==> config.mk <==
export PLATFORM = sky130hd
export DESIGN_NAME = mips_multicycle_controller
export DESIGN_NICKNAME = d
export VERILOG_FILES = /design/src/rtl/mips_ctrl_pkg.sv /design/src/rtl/mips_opcode_class.sv /design/src/rtl/mips_multicycle_controller.sv
export SDC_FILE = /design/constraint.sdc
export NUM_CORES = 1
export LEC_CHECK = 0
export CORE_MARGIN = 2
export CORE_UTILIZATION = 42
export CTS_BUF_LIST = sky130_fd_sc_hd__clkbuf_8
export DETAILED_ROUTE_END_ITERATION = 12
export PLACE_DENSITY = 0.88
export RECOVER_POWER = 25
export SLEW_MARGIN = 5
export SYNTH_ARGS = -nofsm -noshare
export SYNTH_HDL_FRONTEND = slang
export SYNTH_SLANG_ARGS = --single-unit
==> constraint.sdc <==
create_clock -name clk -period 2.1 [get_ports clk]
set_input_delay 0.525 -clock clk [delete_from_list [all_inputs] [get_ports clk]]
set_output_delay 0.525 -clock clk [all_outputs]
set_load 0.005 [all_outputs]
==> src/rtl/mips_ctrl_pkg.sv <==
// mips_ctrl_pkg: opcodes, FSM states and datapath select encodings for the multicycle MIPS controller
package mips_ctrl_pkg;
    localparam logic [5:0] OP_LW    = 6'b100011;
    localparam logic [5:0] OP_SW    = 6'b101011;
    localparam logic [5:0] OP_RTYPE = 6'b000000;
    localparam logic [5:0] OP_ADDI  = 6'b001000;
    localparam logic [5:0] OP_ANDI  = 6'b001100;
    localparam logic [5:0] OP_ORI   = 6'b001101;
    localparam logic [5:0] OP_BEQ   = 6'b000100;
    localparam logic [5:0] OP_BNE   = 6'b000101;
    localparam logic [5:0] OP_J     = 6'b000010;

    typedef enum logic [3:0] {
        FETCH, DECODE, MEMADR, MEMRD, MEMWB, MEMWR, RTYPEEX, ALUWB, IMMEX, BRANCH, JUMP, TRAP
    } ctrlState;

    localparam logic [1:0] ALUOP_ADD   = 2'b00;
    localparam logic [1:0] ALUOP_SUB   = 2'b01;
    localparam logic [1:0] ALUOP_FUNCT = 2'b10;
    localparam logic [1:0] ALUOP_LOGIC = 2'b11;

    localparam logic [1:0] PCSRC_ALU    = 2'b00;
    localparam logic [1:0] PCSRC_ALUOUT = 2'b01;
    localparam logic [1:0] PCSRC_JUMP   = 2'b10;

    localparam logic [1:0] SRCB_B     = 2'b00;
    localparam logic [1:0] SRCB_FOUR  = 2'b01;
    localparam logic [1:0] SRCB_IMM   = 2'b10;
    localparam logic [1:0] SRCB_IMMSH = 2'b11;
endpackage

==> src/rtl/mips_opcode_class.sv <==
// mips_opcode_class: combinational opcode classifier feeding the controller FSM
module mips_opcode_class
    import mips_ctrl_pkg::*;
#(
    parameter int OPCODE_W    = 6,
    parameter bit EXT_IMM_OPS = 1
) (
    input  logic [OPCODE_W-1:0] opcode,
    output logic                isMem,
    output logic                isLoad,
    output logic                isRtype,
    output logic                isImm,
    output logic                isLogicImm,
    output logic                isBranch,
    output logic                isBne,
    output logic                isJump,
    output logic                illegal
);
    assign isLoad     = opcode == OP_LW;
    assign isMem      = isLoad || opcode == OP_SW;
    assign isRtype    = opcode == OP_RTYPE;
    assign isLogicImm = EXT_IMM_OPS && (opcode == OP_ANDI || opcode == OP_ORI);
    assign isImm      = isLogicImm || opcode == OP_ADDI;
    assign isBne      = opcode == OP_BNE;
    assign isBranch   = isBne || opcode == OP_BEQ;
    assign isJump     = opcode == OP_J;
    assign illegal    = !(isMem || isRtype || isImm || isBranch || isJump);
endmodule

==> src/rtl/mips_multicycle_controller.sv <==
// mips_multicycle_controller: Moore control FSM with memory wait states, trap and retire pulses
module mips_multicycle_controller
    import mips_ctrl_pkg::*;
#(
    parameter int OPCODE_W      = 6,
    parameter int ALUOP_W       = 2,
    parameter bit MEM_HANDSHAKE = 1,
    parameter bit EXT_IMM_OPS   = 1
) (
    input  logic                clk,
    input  logic                rst,
    input  logic [OPCODE_W-1:0] opcode,
    input  logic                mem_ready,
    output logic                mem_req,
    output logic                iord,
    output logic                mem_write,
    output logic                ir_write,
    output logic                reg_dst,
    output logic                memto_reg,
    output logic                reg_write,
    output logic                alu_src_a,
    output logic [1:0]          alu_src_b,
    output logic [ALUOP_W-1:0]  alu_op,
    output logic [1:0]          pc_src,
    output logic                pc_write,
    output logic                branch,
    output logic                branch_ne,
    output logic                illegal_op,
    output logic                instr_done
);
    ctrlState state, nextState;
    logic regDstQ;
    logic [1:0] aluOp;
    logic isMem, isLoad, isRtype, isImm, isLogicImm, isBranch, isBne, isJump, illegal;
    logic ready;

    assign ready  = MEM_HANDSHAKE ? mem_ready : 1'b1;
    assign alu_op = ALUOP_W'(aluOp);

    mips_opcode_class #(.OPCODE_W(OPCODE_W), .EXT_IMM_OPS(EXT_IMM_OPS)) opClass (
        .opcode(opcode), .isMem(isMem), .isLoad(isLoad), .isRtype(isRtype), .isImm(isImm),
        .isLogicImm(isLogicImm), .isBranch(isBranch), .isBne(isBne), .isJump(isJump),
        .illegal(illegal)
    );

    always_ff @(posedge clk) begin
        state   <= rst ? FETCH : nextState;
        regDstQ <= rst ? 1'b0 : state == RTYPEEX ? 1'b1 : state == IMMEX ? 1'b0 : regDstQ;
    end

    // Outputs stay at zero while rst is high, so no strobe can leak out mid-reset.
    always_comb begin
        nextState  = state;
        mem_req    = 1'b0;
        iord       = 1'b0;
        mem_write  = 1'b0;
        ir_write   = 1'b0;
        reg_dst    = 1'b0;
        memto_reg  = 1'b0;
        reg_write  = 1'b0;
        alu_src_a  = 1'b0;
        alu_src_b  = SRCB_B;
        aluOp      = ALUOP_ADD;
        pc_src     = PCSRC_ALU;
        pc_write   = 1'b0;
        branch     = 1'b0;
        branch_ne  = 1'b0;
        illegal_op = 1'b0;
        instr_done = 1'b0;
        if (!rst) begin
            case (state)
                FETCH: begin
                    mem_req   = 1'b1;
                    alu_src_b = SRCB_FOUR;
                    ir_write  = ready;
                    pc_write  = ready;
                    nextState = ready ? DECODE : FETCH;
                end
                DECODE: begin
                    alu_src_b = SRCB_IMMSH;
                    nextState = illegal ? TRAP : isMem ? MEMADR : isRtype ? RTYPEEX :
                                isImm ? IMMEX : isBranch ? BRANCH : isJump ? JUMP : TRAP;
                end
                MEMADR: begin
                    alu_src_a = 1'b1;
                    alu_src_b = SRCB_IMM;
                    nextState = isLoad ? MEMRD : MEMWR;
                end
                MEMRD: begin
                    mem_req   = 1'b1;
                    iord      = 1'b1;
                    nextState = ready ? MEMWB : MEMRD;
                end
                MEMWB: begin
                    reg_write  = 1'b1;
                    memto_reg  = 1'b1;
                    instr_done = 1'b1;
                    nextState  = FETCH;
                end
                MEMWR: begin
                    mem_req    = 1'b1;
                    iord       = 1'b1;
                    mem_write  = 1'b1;
                    instr_done = ready;
                    nextState  = ready ? FETCH : MEMWR;
                end
                RTYPEEX: begin
                    alu_src_a = 1'b1;
                    aluOp     = ALUOP_FUNCT;
                    nextState = ALUWB;
                end
                IMMEX: begin
                    alu_src_a = 1'b1;
                    alu_src_b = SRCB_IMM;
                    aluOp     = isLogicImm ? ALUOP_LOGIC : ALUOP_ADD;
                    nextState = ALUWB;
                end
                ALUWB: begin
                    reg_write  = 1'b1;
                    reg_dst    = regDstQ;
                    instr_done = 1'b1;
                    nextState  = FETCH;
                end
                BRANCH: begin
                    alu_src_a  = 1'b1;
                    aluOp      = ALUOP_SUB;
                    pc_src     = PCSRC_ALUOUT;
                    branch     = !isBne;
                    branch_ne  = isBne;
                    instr_done = 1'b1;
                    nextState  = FETCH;
                end
                JUMP: begin
                    pc_src     = PCSRC_JUMP;
                    pc_write   = 1'b1;
                    instr_done = 1'b1;
                    nextState  = FETCH;
                end
                TRAP: begin
                    illegal_op = 1'b1;
                    nextState  = FETCH;
                end
                default: nextState = FETCH;
            endcase
        end
    end
endmodule

==> flow_summary.toml, run 1 <==
[status]
outcome = "did not finish"
haltStage = "global routing"
error = "[ERROR DPL-0033] detailed placement checks failed during check placement."

[floorplan]
die_w_microns = 42.8
row_count = 13
io_pins = 28
initial_core_util_pct = 46.7
die_h_microns = 42.8

[global_route]
antenna_found_initial = 0
grt_max_degree = 11

[synthesis]
ys_types = 40
syn_area_sq_um = 631
synthCells = 98
yosysWarnings = 0
yosys_register_bits = 5
synthArstFlopShare_pct = 0
synth.avg_cell_area_sq_um = 6.43
synthFlopType = "dfxtp_1"
synth-seq-area-share_pct = 15.9
synth_fp_nets = 107
synth_edf_count = 0

[place]
hpwl_microns = 1700
routabilityCongestion = 0.877
port_buffers = 27
placedCellCount = 159

[clock_tree]
ctsHtreeMaxLevel = 1
cts_buffer_depth = 2
numCtsBuffers = 3
cts.sinks = 5
ctsRootBufferMaster = "clkbuf_8"

[timing]
crit_endpoint = "state[0]$_SDFF_PP0_/D"
endpoint_type = "sequential cell input"
==> cell usage after synthesis (all sizes together), types with 2 or more instances <==
master	instances	share of area [%]
or2	2	2.0
a211oi	3	4.4
nor3	9	7.1
nor2	16	9.5
clkbuf	3	1.8
inv	2	1.2
nor4	2	2.0
nand2b	4	4.0
and2	2	2.0
nand2	8	4.8
a21oi	3	2.4
o21ai	4	3.2
o211ai	2	2.4
buf	4	3.0
o21a	2	2.4
and3	2	2.0
nand3	3	2.4
dfxtp	5	16
nor2b	4	4.0
==> what timing repair did <==
action | CTS
buffers inserted | 8
endpoints found under the setup margin | 20
pin swaps | 10
hold buffers | 0
resized for setup | 71
==> through the flow <==
stage / setup WS (ns) / cell area (sq um) / util (%)
2_1_floorplan: 0.210 / 631 / -
3_3_place_gp: -0.661 / 1080 / 80.4
3_5_place_dp: -0.707 / 1080 / 80.4
4_1_cts: -0.0197 / 1260 / 93.4
==> cells by family after synthesis <==
group,count (synthesis),synth area share [%]
buffers and inverters,9,5.95
AO/OA/AOI/OAI,21,24.2
flip-flops,5,15.9
AND/OR/NAND/NOR,60,49.4
XOR/XNOR,2,2.78
multiplexers,1,1.79
==> inputs of run 2 (changes only) <==
- CORE_AREA: default -> 2 2 63 65
- CORE_MARGIN: 2 -> default
- CORE_UTILIZATION: 42 -> default
- CTS_BUF_LIST: sky130_fd_sc_hd__clkbuf_8 -> default
- DIE_AREA: default -> 0 0 65 67
- PLACE_DENSITY: 0.88 -> default
- PLACE_DENSITY_LB_ADDON: default -> 0.15
==> flow_summary.toml, run 2 <==
[synthesis]
synth.avg_cell_area_sq_um = 6.43
synth-simple-area-share_pct = 49.4
synthArstFlopShare_pct = 0
ys_types = 40
yosysWarnings = 0
synth_common_cells = "nor2_1 (16), nor3_1 (9), nand2_1 (8), dfxtp_1 (5)"
syn_area_sq_um = 631
synth_adder_area_share_pct = 0
synth_most_common_cell = "nor2_1"
synthFlopType = "dfxtp_1"
synth_compound_area_share_pct = 24.2
synth_fp_nets = 107
yosys-top-cells-area = "dfxtp_1 (16%), nor2_1 (9.5%), nor3_1 (7.1%)"
synthCells = 98
yosys.area.top_type = "dfxtp_1"
synth-seq-area-share_pct = 15.9
synth_top_family_by_area = "simple AND/OR/NAND/NOR gates"
yosysTopAreaCellShare_pct = 15.9
synth_edf_count = 0
synth_xor_area_share_pct = 2.78
muxShareOfSynthArea_pct = 1.79
yosys_register_bits = 5

[pwr]
swShare_pct = 39.9
p_per_area_nw_per_um2 = 987
comb_power_share_pct = 72.9
power_switching_mw = 0.560
p_clk_share_pct = 12.5
internal_power_mw = 0.843
p_leak_nw = 0.659
vdd.ir_drop.worst_mv = 0.264
p_seq_share_pct = 14.5
power_mw = 1.40

[global_route]
grt-ovfl-total = 0
grt_first_pass_wirelength_microns = 4460
antenna_found_initial = 0
grt_usage_pct = 13.0
grt_max_degree = 15
grt_pass1_vias = 1013

[floorplan]
dieArea_sq_um = 4360
die_h_microns = 67
io_pins = 28
initial_core_util_pct = 17.5
row_count = 22
core_area_sq_um = 3610
die_w_microns = 65

[status]
outcome = "complete, no violations"

[layout]
layout.nets = 176
n_fill_cell = 409
layout_common_cells = "buf_4 (41), dlygate4sd2_1 (15), nor2_1 (11), nand2_1 (7), buf_2 (7)"
diodes = 0
multi_input_area_sq_um = 634
largest_reg_flops = 4
seq_area_sq_um = 113
reg_top3 = "state (4), regDstQ (1)"
final_util_pct = 39.4
areaGrowthSynthToFinish_pct = 125
largest_register = "state"
final_common_cell = "buf_4"
drive_gt1_share_pct = 51.2

[place]
hpwl_microns = 2020
port_buffers = 27
routabilityCongestion = 0.787

[clock_tree]
ctsHtreeMaxLevel = 1
clk_latency_ns = 0.22
cts_tree = "done"
cts.sinks = 5
cts_buffer_depth = 2
ctsRootBufferMaster = "clkbuf_8"
cts.clk_slew.worst_paths_ns = 0.04
numCtsBuffers = 3

[setup_path]
cp-start-kind = "primary input"
worst_setup_path_end_kind = "output pin"
critPathRequiredTime_ns = 1.57
crit_arrival_ns = 1.47
cp_max_fo = 2
criticalPathCategory = "primary input to output pin"

[timing]
finalSetupViolCount = 0
drv_slew = 0
fin_crit_ns = 2.00
rsz0062_at_grt = "false"
skew_ns = 0.00311
finalHoldViolCount = 0
hold_ws_ns = 0.523
max_freq_mhz = 500
relSlewSlack_pct = 69.4
worst_pin_slew_ns = 0.455
fin_crit_sh_pct = 95.2

[drt]
vias = 976
drt-initial-drc-count = 18
drtPass1Iterations = 7
vias_per_cell = 4.56
wl_per_cell_microns = 12.3
remaining_drc_errors = 0
routed_wl_microns = 2640
ant_nets = 0

[job]
drv_cap = 0

[min_path]
min_path_type = "register to register"
==> run 2: cell counts after synthesis <==
No cell type changed its count.
==> run 2: cell families after synthesis <==
logic type	Yosys count
AOI/OAI and AO/OA	21
DFF	5
buffers and inverters	9
and+or+nand+nor	60
muxes	1
xor gates and xnor gates	2
==> run 2: timing repair <==
action                     in CTS  in global routing
setup endpoints to repair      20                  6
gates resized for setup        82                 14
setup buffers                   8                  0
pin swaps                      15                  8
hold buffers                    0                  0
==> run 2: power by group through the flow <==
stage | registers, mW | logic [mW] | clock network (mW)
floorplan | 0.156 | 0.401 | 0
global placement | 0.184 | 0.879 | 0
CTS | 0.204 | 1.00 | 0.178
detailed placement | 0.182 | 0.884 | 0
global route | 0.211 | 1.12 | 0.184
finish | 0.204 | 1.02 | 0.175
==> run 2: metrics by stage <==
stage	TNS [ns]	worst slack, ns	area (sq um)	std cells
floorplan	0	0.210	631	98
global placement	-9.41	-0.718	1220	205
detailed placement	-9.69	-0.706	1220	205
CTS	0	0.000775	1400	215
global route	0	0.00573	1420	214
finish	0	0.100	1420	214
==> run 2: worst paths after layout <==
kind / from / endpoint / slack (ns) / cells past startpoint
worst max-delay path: opcode[1] / alu_op[1] / 0.10 / 6
worst min-delay path: regDstQ$_SDFFE_PP0N_ / regDstQ$_SDFFE_PP0N_ / 0.52 / 2
worst max register to register: state[1]$_SDFF_PP0_ / state[1]$_SDFF_PP0_ / 0.72 / 6
worst min register to register: regDstQ$_SDFFE_PP0N_ / regDstQ$_SDFFE_PP0N_ / 0.52 / 2
==> run 2: area by class of cell <==
type	count	area share, %
Timing Repair Buffer	71	39.5
Tap cell	48	4.23
Sequential cell	5	7.92
Multi-Input combinational cell	84	44.6
Inverter	2	0.528
Clock buffer	4	3.17
==> run 2: routing by layer <==
layer / global-route usage, % / share of wire (%) / vias to the layer above
li1: - / - / 493
met1: 16.0 / 45 / 448
met2: 24.6 / 50 / 33
met3: 1.01 / 3.8 / 2
met4: 2.66 / 0.64 / 0
met5: 0 / 0 / -
==> run 2: worst max-delay path: stages <==
cell and delay [ns]:
buf_4 0.12, nor3_4 0.19, and3_4 0.22, nand3_4 0.07, a211oi_2 0.20, buf_2 0.14
Note: power is estimated with default switching activity, not from simulation.
==> inputs of run 3 (changes only) <==
- DONT_BUFFER_PORTS: default -> 1
==> flow_summary.toml, run 3 (same netlist as run 2, synthesis figures left out) <==
[timing]
worst_pin_slew_ns = 0.412
finalSetupViolCount = 0
drv_slew = 0
finalWorstSetupSlack_ns = 0.101
relSlewSlack_pct = 72.3
finalHoldViolCount = 0
skew_ns = 0.00228
fin_crit_ns = 2.00
setup_tns_ns = 0
fin_crit_sh_pct = 95.2
rsz0062_at_grt = "false"
max_freq_mhz = 500

[floorplan]
die_w_microns = 65
initial_core_util_pct = 17.5
io_pins = 28
core_area_sq_um = 3610
dieArea_sq_um = 4360
row_count = 22
die_h_microns = 67

[pwr]
power_switching_mw = 0.407
internal_power_mw = 0.492
swShare_pct = 45.3
p_seq_share_pct = 21.8
vdd.ir_drop.worst_mv = 0.239
p_leak_nw = 0.265
p_clk_share_pct = 19.6
p_per_area_nw_per_um2 = 1160
comb_power_share_pct = 58.6

[setup_path]
worst_setup_path_end_kind = "output pin"
crit_arrival_ns = 1.47
criticalPathCategory = "register to output pin"
slowest_stage = "dfxtp_1"
cp-start-kind = "register"
path_cells = "buf_4 -> nor3b_1 -> nor3_1 -> a22oi_1 -> nor2_1"
critPathRequiredTime_ns = 1.57
slowest_delay_ns = 0.44
cp_max_fo = 9

[layout]
final_cell_count_no_fill = 152
layout_common_cells = "nor2_1 (16), nor3_1 (9), nand2_1 (8), buf_4 (8)"
diodes = 0
final_common_cell = "nor2_1"
largest_reg_flops = 4
layout.nets = 114
largest_register = "state"
reg_top3 = "state (4), regDstQ (1)"
n_fill_cell = 429
drive_gt1_share_pct = 15.4
areaGrowthSynthToFinish_pct = 22.6

[place]
hpwl_microns = 1670
placedCellCount = 148
routabilityCongestion = 0.783
place_ws_ns = 0.171
port_buffers = 0

[drt]
drt-initial-drc-count = 48
vias_per_cell = 4.89
ant_nets = 0
remaining_drc_errors = 0
wl_per_cell_microns = 13.7
routed_wl_microns = 2090
drtPass1Iterations = 4
vias = 743

[clock_tree]
ctsRootBufferMaster = "clkbuf_8"
cts.sinks = 5
cts_buffer_depth = 2
cts.clk_slew.worst_paths_ns = 0.04
cts_hold_buffers = 0
clk_latency_ns = 0.22
cts_tree = "done"
numCtsBuffers = 3
ctsHtreeMaxLevel = 1

[global_route]
grt_usage_pct = 9.95
grt_first_pass_wirelength_microns = 3280
grt-ovfl-total = 0
grt_max_degree = 14
grt_pass1_vias = 673
antenna_found_initial = 0

[job]
drv_cap = 0

[min_path]
min_path_type = "primary input to register"

[status]
outcome = "complete, no violations"
run 3: changes by cell type in the layout (fill, tap and decap cells not counted), moves of 3 or more:
cell and change:
dlygate4sd2_1 -15, buf_6 -3, dfxtp_4 -3, dfxtp_1 +3
buf_2 -7, nor2_1 +5, buf_4 -33, nor2_2 -3
nor3_1 +3
run 3: layer usage:
layer  track usage (%)  up-vias  share of wire [%]  wire, microns
met4              3.19        0                  0              0
met3              4.05        0                9.6            201
met2              15.2       33                 44            921
met1              12.6      342                 46            963
li1                  -      368                  -              -
met5                 0        -                  0              0
run 3: power groups by stage:
stage               clock, mW  combinational, mW  sequential (mW)
finish                  0.177              0.526            0.196
global route            0.190              0.581            0.205
CTS                     0.181              0.531            0.193
detailed placement          0              0.528            0.195
global placement            0              0.536            0.198
floorplan                   0              0.401            0.156
run 3: worst paths after layout:
check                                     startpoint                    to  slack [ns]  cells after the start
worst min-delay path                             rst  regDstQ$_SDFFE_PP0N_        0.38                      1
worst min register to register  regDstQ$_SDFFE_PP0N_  regDstQ$_SDFFE_PP0N_        0.50                      2
worst max-delay path             state[0]$_SDFF_PP0_            instr_done        0.10                      5
worst max register to register   state[0]$_SDFF_PP0_   state[0]$_SDFF_PP0_        0.64                      5
run 3: timing repair:
item,CTS,global route
resized for setup,0,2
setup buffers,0,0
endpoints found under the setup margin,0,1
run 3: cell type report:
| type | count | area [sq um] | area share (%) |
|---|---|---|---|
| Clock buffer | 3 | 41.3 | 5.34 |
| Clock inverter | 1 | 5.00 | 0.647 |
| Inverter | 2 | 7.51 | 0.971 |
| Multi-Input combinational cell | 84 | 494 | 63.9 |
| Tap cell | 48 | 60.1 | 7.77 |
| Sequential cell | 5 | 101 | 13.1 |
| Timing Repair Buffer | 9 | 63.8 | 8.25 |
run 3: critical path: cells and delay by family (launching register included):
family	cells	cell delay, ns
simple gates	3	0.46
flops	1	0.44
buf+inv	1	0.20
compound gates	1	0.15
run 3: through the flow:
stage,hold slack [ns],utilization (%),total power [mW],area [sq um]
after floorplan,0.461,-,0.557,631
after global placement,0.503,20.2,0.735,728
after detailed placement,0.485,20.2,0.723,728
after CTS,0.378,21.5,0.905,774
after global routing,0.370,21.4,0.977,773
final,0.378,21.4,0.899,773
